[src/rtl/mem_wb_pipe_stage.sv]
// MEM->WB pipeline stage.
// Holds one head entry (plus one skid entry when SKID=1) between the data-memory
// stage and the register-file write port. Transfers use a valid/ready handshake.
// A flush discards everything held and anything offered in the same cycle.
// The writeback mux and the commit strobe are decoded from the head register.
module mem_wb_pipe_stage #(
    parameter int DATA_W = 32,
    parameter int ADDR_W = 5,
    parameter int SKID   = 1
) (
    input  logic              clk,
    input  logic              rst,
    input  logic              flush,
    input  logic              in_valid,
    output logic              in_ready,
    input  logic              in_wreg,
    input  logic              in_m2reg,
    input  logic [DATA_W-1:0] in_alu_data,
    input  logic [DATA_W-1:0] in_mem_data,
    input  logic [ADDR_W-1:0] in_reg_addr,
    output logic              out_valid,
    input  logic              out_ready,
    output logic              out_wreg,
    output logic              out_m2reg,
    output logic [DATA_W-1:0] out_alu_data,
    output logic [DATA_W-1:0] out_mem_data,
    output logic [ADDR_W-1:0] out_reg_addr,
    output logic [DATA_W-1:0] wb_data,
    output logic              wb_we
);

    // Occupancy: EMPTY = nothing held, HALF = head only, FULL = head + skid.
    // FULL is unreachable when SKID=0 because in_ready then requires a drain.
    typedef enum logic [1:0] {
        ST_EMPTY = 2'd0,
        ST_HALF  = 2'd1,
        ST_FULL  = 2'd2
    } state_t;

    typedef struct packed {
        logic              wreg;
        logic              m2reg;
        logic [DATA_W-1:0] alu;
        logic [DATA_W-1:0] mem;
        logic [ADDR_W-1:0] addr;
    } entry_t;

    state_t r_state;
    entry_t r_main;
    entry_t r_skid;

    entry_t w_in;
    logic   w_in_ready;
    logic   w_out_valid;
    logic   w_acc;
    logic   w_drn;

    assign w_in        = {in_wreg, in_m2reg, in_alu_data, in_mem_data, in_reg_addr};
    assign w_out_valid = (r_state != ST_EMPTY);

    // Ready decision: registered-only with a skid slot, otherwise a pass-through
    // of downstream readiness so the single register can be replaced in place.
    generate
        if (SKID != 0) begin : g_skid
            assign w_in_ready = ~rst & (r_state != ST_FULL);
        end else begin : g_noskid
            assign w_in_ready = ~rst & (out_ready | ~w_out_valid);
        end
    endgenerate

    assign w_acc = in_valid & w_in_ready;
    assign w_drn = w_out_valid & out_ready;

    // Occupancy FSM and payload registers; reset clears the visible head fields,
    // flush only drops the valid state and leaves payload as don't-care.
    always_ff @(posedge clk) begin
        if (rst) begin
            r_state <= ST_EMPTY;
            r_main  <= '0;
            r_skid  <= '0;
        end else if (flush) begin
            r_state <= ST_EMPTY;
        end else begin
            case (r_state)
                ST_EMPTY: begin
                    if (w_acc) begin
                        r_main  <= w_in;
                        r_state <= ST_HALF;
                    end
                end
                ST_HALF: begin
                    if (w_acc && w_drn) begin
                        r_main <= w_in;
                    end else if (w_acc) begin
                        r_skid  <= w_in;
                        r_state <= ST_FULL;
                    end else if (w_drn) begin
                        r_state <= ST_EMPTY;
                    end
                end
                ST_FULL: begin
                    if (w_drn) begin
                        r_main  <= r_skid;
                        r_state <= ST_HALF;
                    end
                end
                default: begin
                    r_state <= ST_EMPTY;
                end
            endcase
        end
    end

    assign in_ready     = w_in_ready;
    assign out_valid    = w_out_valid;
    assign out_wreg     = r_main.wreg;
    assign out_m2reg    = r_main.m2reg;
    assign out_alu_data = r_main.alu;
    assign out_mem_data = r_main.mem;
    assign out_reg_addr = r_main.addr;

    // Writeback select and commit strobe; register 0 is never written and a
    // flush or reset cycle never commits.
    assign wb_data = r_main.m2reg ? r_main.mem : r_main.alu;
    assign wb_we   = w_drn & r_main.wreg & (|r_main.addr) & ~flush & ~rst;

endmodule

[config.mk]
export PLATFORM = sky130hd
export DESIGN_NAME = mem_wb_pipe_stage
export DESIGN_NICKNAME = d
export VERILOG_FILES = /design/src/rtl/mem_wb_pipe_stage.sv
export SDC_FILE = /design/constraint.sdc
export NUM_CORES = 1
export LEC_CHECK = 0
export BUFFER_PORTS_ARGS = -buffer_cell sky130_fd_sc_hd__buf_4
export CAP_MARGIN = 25
export CORE_ASPECT_RATIO = 1.1
export CORE_MARGIN = 2
export CORE_UTILIZATION = 54
export DETAILED_ROUTE_END_ITERATION = 8
export GPL_TIMING_DRIVEN = 0
export PLACE_DENSITY = 0.84
export SYNTH_ARGS = -nofsm -noshare
export SYNTH_HDL_FRONTEND = slang
export SYNTH_SLANG_ARGS = --single-unit
[constraint.sdc]
create_clock -name clk -period 2.6 [get_ports clk]
set_input_delay 0.26 -clock clk [delete_from_list [all_inputs] [get_ports clk]]
set_output_delay 0.26 -clock clk [all_outputs]
set_load 0.02 [all_outputs]
==> impl_metrics.csv, run 1 <==
group,metric,value,unit
timing,max_freq,398,MHz
yosys,synth_top_cell_by_area,"dfxtp_1",
yosys,async_flop_share,0,%
cts,cts.clk_slew.worst_paths,60,ps
die,core_area,13100,um^2
timing,final.period_utilization,96.7,%
layout,nNetsFinal,1001,
critical_path,critPathKind,"flop to output port",
cts,cts_max_path_buffers,2,
global_routing,grt_pass1_vias,6602,
layout,fin_cells,1099,
critical_path,reg2reg_setup_slack,720,ps
routing,wl_per_cell,21.4,um
cts,cts_max_level,4,
routing,antenna_left,0,
timing,maxSlewHeadroom,40.0,%
power,pwr_density_cell,610,nW/um^2
yosys,yosys-top-cells-count,"dfxtp_1 (144), a21oi_1 (73), mux2i_1 (72), a311oi_1 (71), nand3_1 (71)",
yosys,synth_seq_cells,144,
die,initial_utilization,55.0,%
global_routing,grt_max_degree,17,
timing,rsz0062_at_grt,"false",
hold_path,worstHoldPathType,"input pin to flop",
yosys,syn_area_per_cell,9.94,um^2
power,finalPower,5.71,mW
critical_path,crit_required,2340,ps
layout,post-route-util,71.5,%
routing,vias,7091,
yosys,synth.distinct_cells,32,
yosys,netlist_area,7210,um^2
layout,multi_input_area,3810,um^2
yosys,synth.most_common_cell,"dfxtp_1",
routing,routed_wl,23600,um
timing,post-route-min-period,2510,ps
cts,cts-buffers-inserted,17,
die,io_pins,182,
layout,syn_to_final_growth,30.0,%
critical_path,cp.arrival,2250,ps
cts,cts.sink_count,144,
critical_path,rr_endpoint,"out_mem_data[11]",
die,die_h,125,um
run_status,status,"complete, no violations",
global_routing,grt_usage,31.7,%
hold_path,holdPathStages,2,
yosys,synth_cells,725,
timing,timing.hold.ws,68.7,ps
routing,dr.pass1.iters,5,
critical_path,r2r-start,"r_state[1]",
critical_path,reg2reg_depth,6,
routing,via_per_inst,6.45,
yosys,yosys-top-cells-area,"dfxtp_1 (40%), a211oi_2 (12%), mux2i_1 (10%)",
layout,layout-drive-gt1-share,39.6,%
timing,setup_viol,0,
yosys,ys.flop_type,"dfxtp_1",
global_routing,grt_overflow,0,
place,place.gp.congestion,0.873,
critical_path,endpoint_kind,"output port",
yosys,synth-edff-count,0,
cts,cts_setup_buffers,0,
place,portBuffers,181,
timing,finalClockSkew,4.89,ps
layout,fin_area,9370,um^2
layout,num-fill-cells,992,
yosys,yosysTopAreaCellShare,40.0,%
yosys,syn_nets,801,
cts,clock_latency,430,ps
critical_path,cp_max_fo,10,
die,die_width,114,um
hold_path,holdPathEnd,"r_state[1]",
yosys,yosys_warnings,0,
timing,maxSlewViolCount,0,
layout,regArea,2880,um^2
global_routing,antenna_found_initial,0,
routing,drt_iter0_drc,644,
timing,setup-tns-final,0,ps
die,std_cell_rows,44,
critical_path,startpoint_type,"flop",
power,p_leak,3.95,nW
die,die-area,14300,um^2
place,dp_hpwl,16300,um
routing,drc,0,
yosys,ys_seq_area_share,40.0,%
place,preCtsSetupSlack,449,ps
place,dp_cells,1067,
place,placed_area,8770,um^2
run,cap_violations,0,
cts,cts_tree,"built",
cts,clockRootBuffer,"clkbuf_16",
timing,finalHoldViolCount,0,
timing,worst_pin_slew,901,ps
global_routing,grt_pass1_wl,35500,um
hold_path,worstHoldStart,"out_ready",
power,peakVddDrop,373,uV
timing,worst_slack,86.4,ps
layout,n_antenna_cell,0,
==> worst max-delay path: stages (launching register included) <==
cell and delay, ps:
dfxtp_1 340, clkbuf_1 360, clkbuf_1 550, mux2_2 410, buf_4 160
==> cells in the final DEF (no fill, tap or decap), drive strengths merged <==
master,instances
nand3,71
nor4bb,1
or2,2
o21ai,71
a211oi,72
inv,3
nor2b,2
buf,228
clkinv,4
dfxtp,144
clkinvlp,5
nor2,4
o21a,1
nand3b,1
and4bb,1
or3b,1
nand4bb,1
a21oi,73
nor3,1
nand2,1
mux2,32
mux2i,72
nand2b,2
a311oi,71
nand4,1
bufinv,2
a31o,1
clkbuf,70
==> registers in the layout, summed over array words and instances (netlist names) <==
signal,flops
out_wreg,1
out_reg_addr,5
out_m2reg,1
r_skid,71
r_state,2
out_alu_data,32
out_mem_data,32
==> timing repair <==
action / 4_1_cts / 5_1_grt
gates resized for setup: 0 / 2
setup endpoints to repair: 0 / 1
hold buffers: 0 / 0
==> final cells by class <==
cell class                 count  share of cell area (%)
timing repair buffer         181                    14.5
multi-input combinational    482                    40.6
clock inverter                14                    1.70
clock buffer                  18                    4.69
tap                          161                    2.15
buffer                        99                    5.53
sequential                   144                    30.8
==> logic make-up after synthesis <==
group	synth area share [%]
multiplexers	15.0
AND/OR/NAND/NOR	6.60
flip-flops	40.0
AO/OA/AOI/OAI	31.2
buffers and inverters	7.17
==> per-layer routing <==
metal / share of wire [%] / global-route usage [%]
met3: 8.5 / 6.88
met4: 4.1 / 14.6
met5: 0 / 0
met1: 41 / 41.4
met2: 47 / 50.0
==> power by group <==
part           switching (mW)  internal (mW)  leakage (nW)
logic                   0.513          0.368          2.50
clock network            1.03           1.45         0.276
registers              0.0751           2.27          1.17
==> worst max path at each step <==
stage	cells after the start	startpoint	endpoint	slack, ps
after floorplan	3	out_m2reg	wb_data[10]	900
after global placement	4	out_m2reg	wb_data[17]	470
after detailed placement	7	rst	wb_we	450
after CTS	4	out_m2reg	wb_data[17]	20
after global routing	4	out_m2reg	wb_data[26]	20
final	4	out_m2reg	wb_data[28]	90
Note: power is estimated with default switching activity, not from simulation.
==> run 2, diff against run 1 <==
--- a/config.mk
+++ b/config.mk
@@ -7,12 +7,14 @@
 export LEC_CHECK = 0
 export BUFFER_PORTS_ARGS = -buffer_cell sky130_fd_sc_hd__buf_4
 export CAP_MARGIN = 25
+export CELL_PAD_IN_SITES_DETAIL_PLACEMENT = 0
+export CELL_PAD_IN_SITES_GLOBAL_PLACEMENT = 2
 export CORE_ASPECT_RATIO = 1.1
 export CORE_MARGIN = 2
-export CORE_UTILIZATION = 54
+export CORE_UTILIZATION = 35
 export DETAILED_ROUTE_END_ITERATION = 8
 export GPL_TIMING_DRIVEN = 0
-export PLACE_DENSITY = 0.84
+export PLACE_DENSITY = 0.88
 export SYNTH_ARGS = -nofsm -noshare
 export SYNTH_HDL_FRONTEND = slang
 export SYNTH_SLANG_ARGS = --single-unit
==> run 2 against run 1 <==
Against the previous run: hold slack improved by 0.61 ps; critical endpoint is now wb_data[16]; sequential share of layout area fell by 0.57 points; critical path type unchanged; routed wire length rose by 7.3%.
==> impl_metrics.csv, run 2 (same netlist as run 1, synthesis figures left out) <==
group,metric,value,unit
global_routing,grt_max_degree,17,
critical_path,worst-path-buf-inv,3,
timing,timing.hold.ws,69.3,ps
cts,cts_setup_buffers,0,
place,place.gp.congestion,0.781,
place,dp_hpwl,18300,um
timing,maxSlewHeadroom,44.2,%
die,die-area,21800,um^2
global_routing,grt_usage,22.8,%
timing,setup_viol,0,
cts,cts_max_path_buffers,2,
die,die_width,141,um
power,finalPower,5.97,mW
layout,nNetsFinal,1001,
critical_path,cp_max_fo,10,
layout,largest_register_ffs,71,
critical_path,crit_family,"buffers and inverters",
critical_path,endpoint_kind,"output port",
global_routing,grt_pass1_vias,6575,
cts,cts-buffers-inserted,17,
cts,cts.clk_slew.worst_paths,60,ps
routing,vias,6748,
routing,drc,0,
timing,maxSlewViolCount,0,
critical_path,startpoint_type,"flop",
layout,syn_to_final_growth,32.4,%
run_status,status,"complete, no violations",
timing,rsz0062_at_grt,"false",
layout,n_antenna_cell,0,
die,io_pins,182,
cts,cts_max_level,4,
global_routing,antenna_found_initial,0,
layout,multi_input_area,3810,um^2
timing,final.period_utilization,96.8,%
routing,drt_iter0_drc,368,
timing,worst_pin_slew,837,ps
run,cap_violations,0,
die,std_cell_rows,55,
power,peakVddDrop,471,uV
cts,cts_resized,2,
timing,post-route-min-period,2520,ps
cts,clockRootBuffer,"clkbuf_16",
timing,finalHoldViolCount,0,
hold_path,worstHoldPathType,"input pin to flop",
critical_path,cpMostUsedCell,"clkbuf_1",
timing,max_freq,397,MHz
critical_path,crit_required,2340,ps
cts,clock_latency,430,ps
layout,num-fill-cells,1993,
layout,layout-drive-gt1-share,39.6,%
cts,cts.sink_count,144,
routing,routed_wl,25300,um
routing,antenna_left,0,
critical_path,max_stage_delay,480,ps
critical_path,cp.arrival,2260,ps
die,die_h,154,um
critical_path,crit_chain,"clkbuf_1 -> clkbuf_1 -> mux2_2 -> buf_4",
cts,hold_buffers,0,
die,initial_utilization,35.4,%
timing,setup-tns-final,0,ps
layout,post-route-util,46.8,%
cts,cts_tree,"built",
layout,regArea,2880,um^2
routing,via_per_inst,5.65,
critical_path,critPathKind,"flop to output port",
layout,final_common_cell,"buf_4",
layout,final_cell_mix,"buf_4 (182), dfxtp_1 (144), a21oi_1 (73)",
layout,regMostFlops,"r_skid",
critical_path,slowest_stage,"clkbuf_1",
power,pwr_density_cell,625,nW/um^2
place,portBuffers,181,
routing,dr.pass1.iters,5,
global_routing,grt_pass1_wl,38200,um
power,p_leak,4.00,nW
timing,finalClockSkew,7.71,ps
routing,wl_per_cell,21.2,um
die,core_area,20400,um^2
global_routing,grt_overflow,0,
==> run 2: changes by cell type in the layout (fill, tap and decap cells not counted), sizes merged <==
cell / before / now
clkinvlp: 5 / 0
bufinv: 2 / 5
clkbuf: 70 / 73
inv: 3 / 0
clkinv: 4 / 6
==> run 2: routing by layer <==
metal | track usage [%] | wire length, um | up-vias | share of wire [%]
met5 | 0 | 0 | - | 0
met4 | 7.90 | 585 | 0 | 2.3
met3 | 4.74 | 1620 | 37 | 6.4
met2 | 35.8 | 11700 | 241 | 46
met1 | 31.2 | 11300 | 3253 | 45
li1 | - | - | 3217 | -
==> run 2: layout make-up <==
class                           instances  area share [%]
Clock inverter                         11            1.93
Sequential cell                       144            30.2
Buffer                                 99            5.44
Timing Repair Buffer                  181            14.2
Tap cell                              256            3.36
Multi-Input combinational cell        482            39.9
Clock buffer                           21            4.93
==> run 2: worst reg2reg max path, cell delays in order (launching register included) <==
cell	delay (ps)
dfxtp_1	300
buf_6	120
nor2_1	640
a31o_2	270
buf_6	170
buf_6	190
a211oi_2	80
==> run 2: power by group <==
part           internal, mW  leakage [nW]  total (mW)  switching (mW)
sequential             2.27          1.17        2.35          0.0754
combinational         0.368          2.51       0.889           0.520
clock                  1.77         0.327        2.73           0.956
==> run 2: final timing paths <==
kind / cells after the start / from / slack, ps / to
hold / removal: 2 / out_ready / 70 / r_state[1]
setup reg to reg: 6 / r_state[1] / 670 / out_mem_data[1]
hold reg to reg: 2 / r_skid[52] / 480 / r_skid[52]
setup / recovery: 4 / out_m2reg / 80 / wb_data[16]
==> run 2: stage by stage <==
step | cell area [um^2] | setup WS (ps) | cells
after global placement | 8880 | 323 | 1162
after CTS | 9540 | 75.9 | 1194
after floorplan | 7210 | 905 | 725
final | 9540 | 82.5 | 1194
after detailed placement | 8880 | 317 | 1162
after global routing | 9540 | 16.6 | 1194
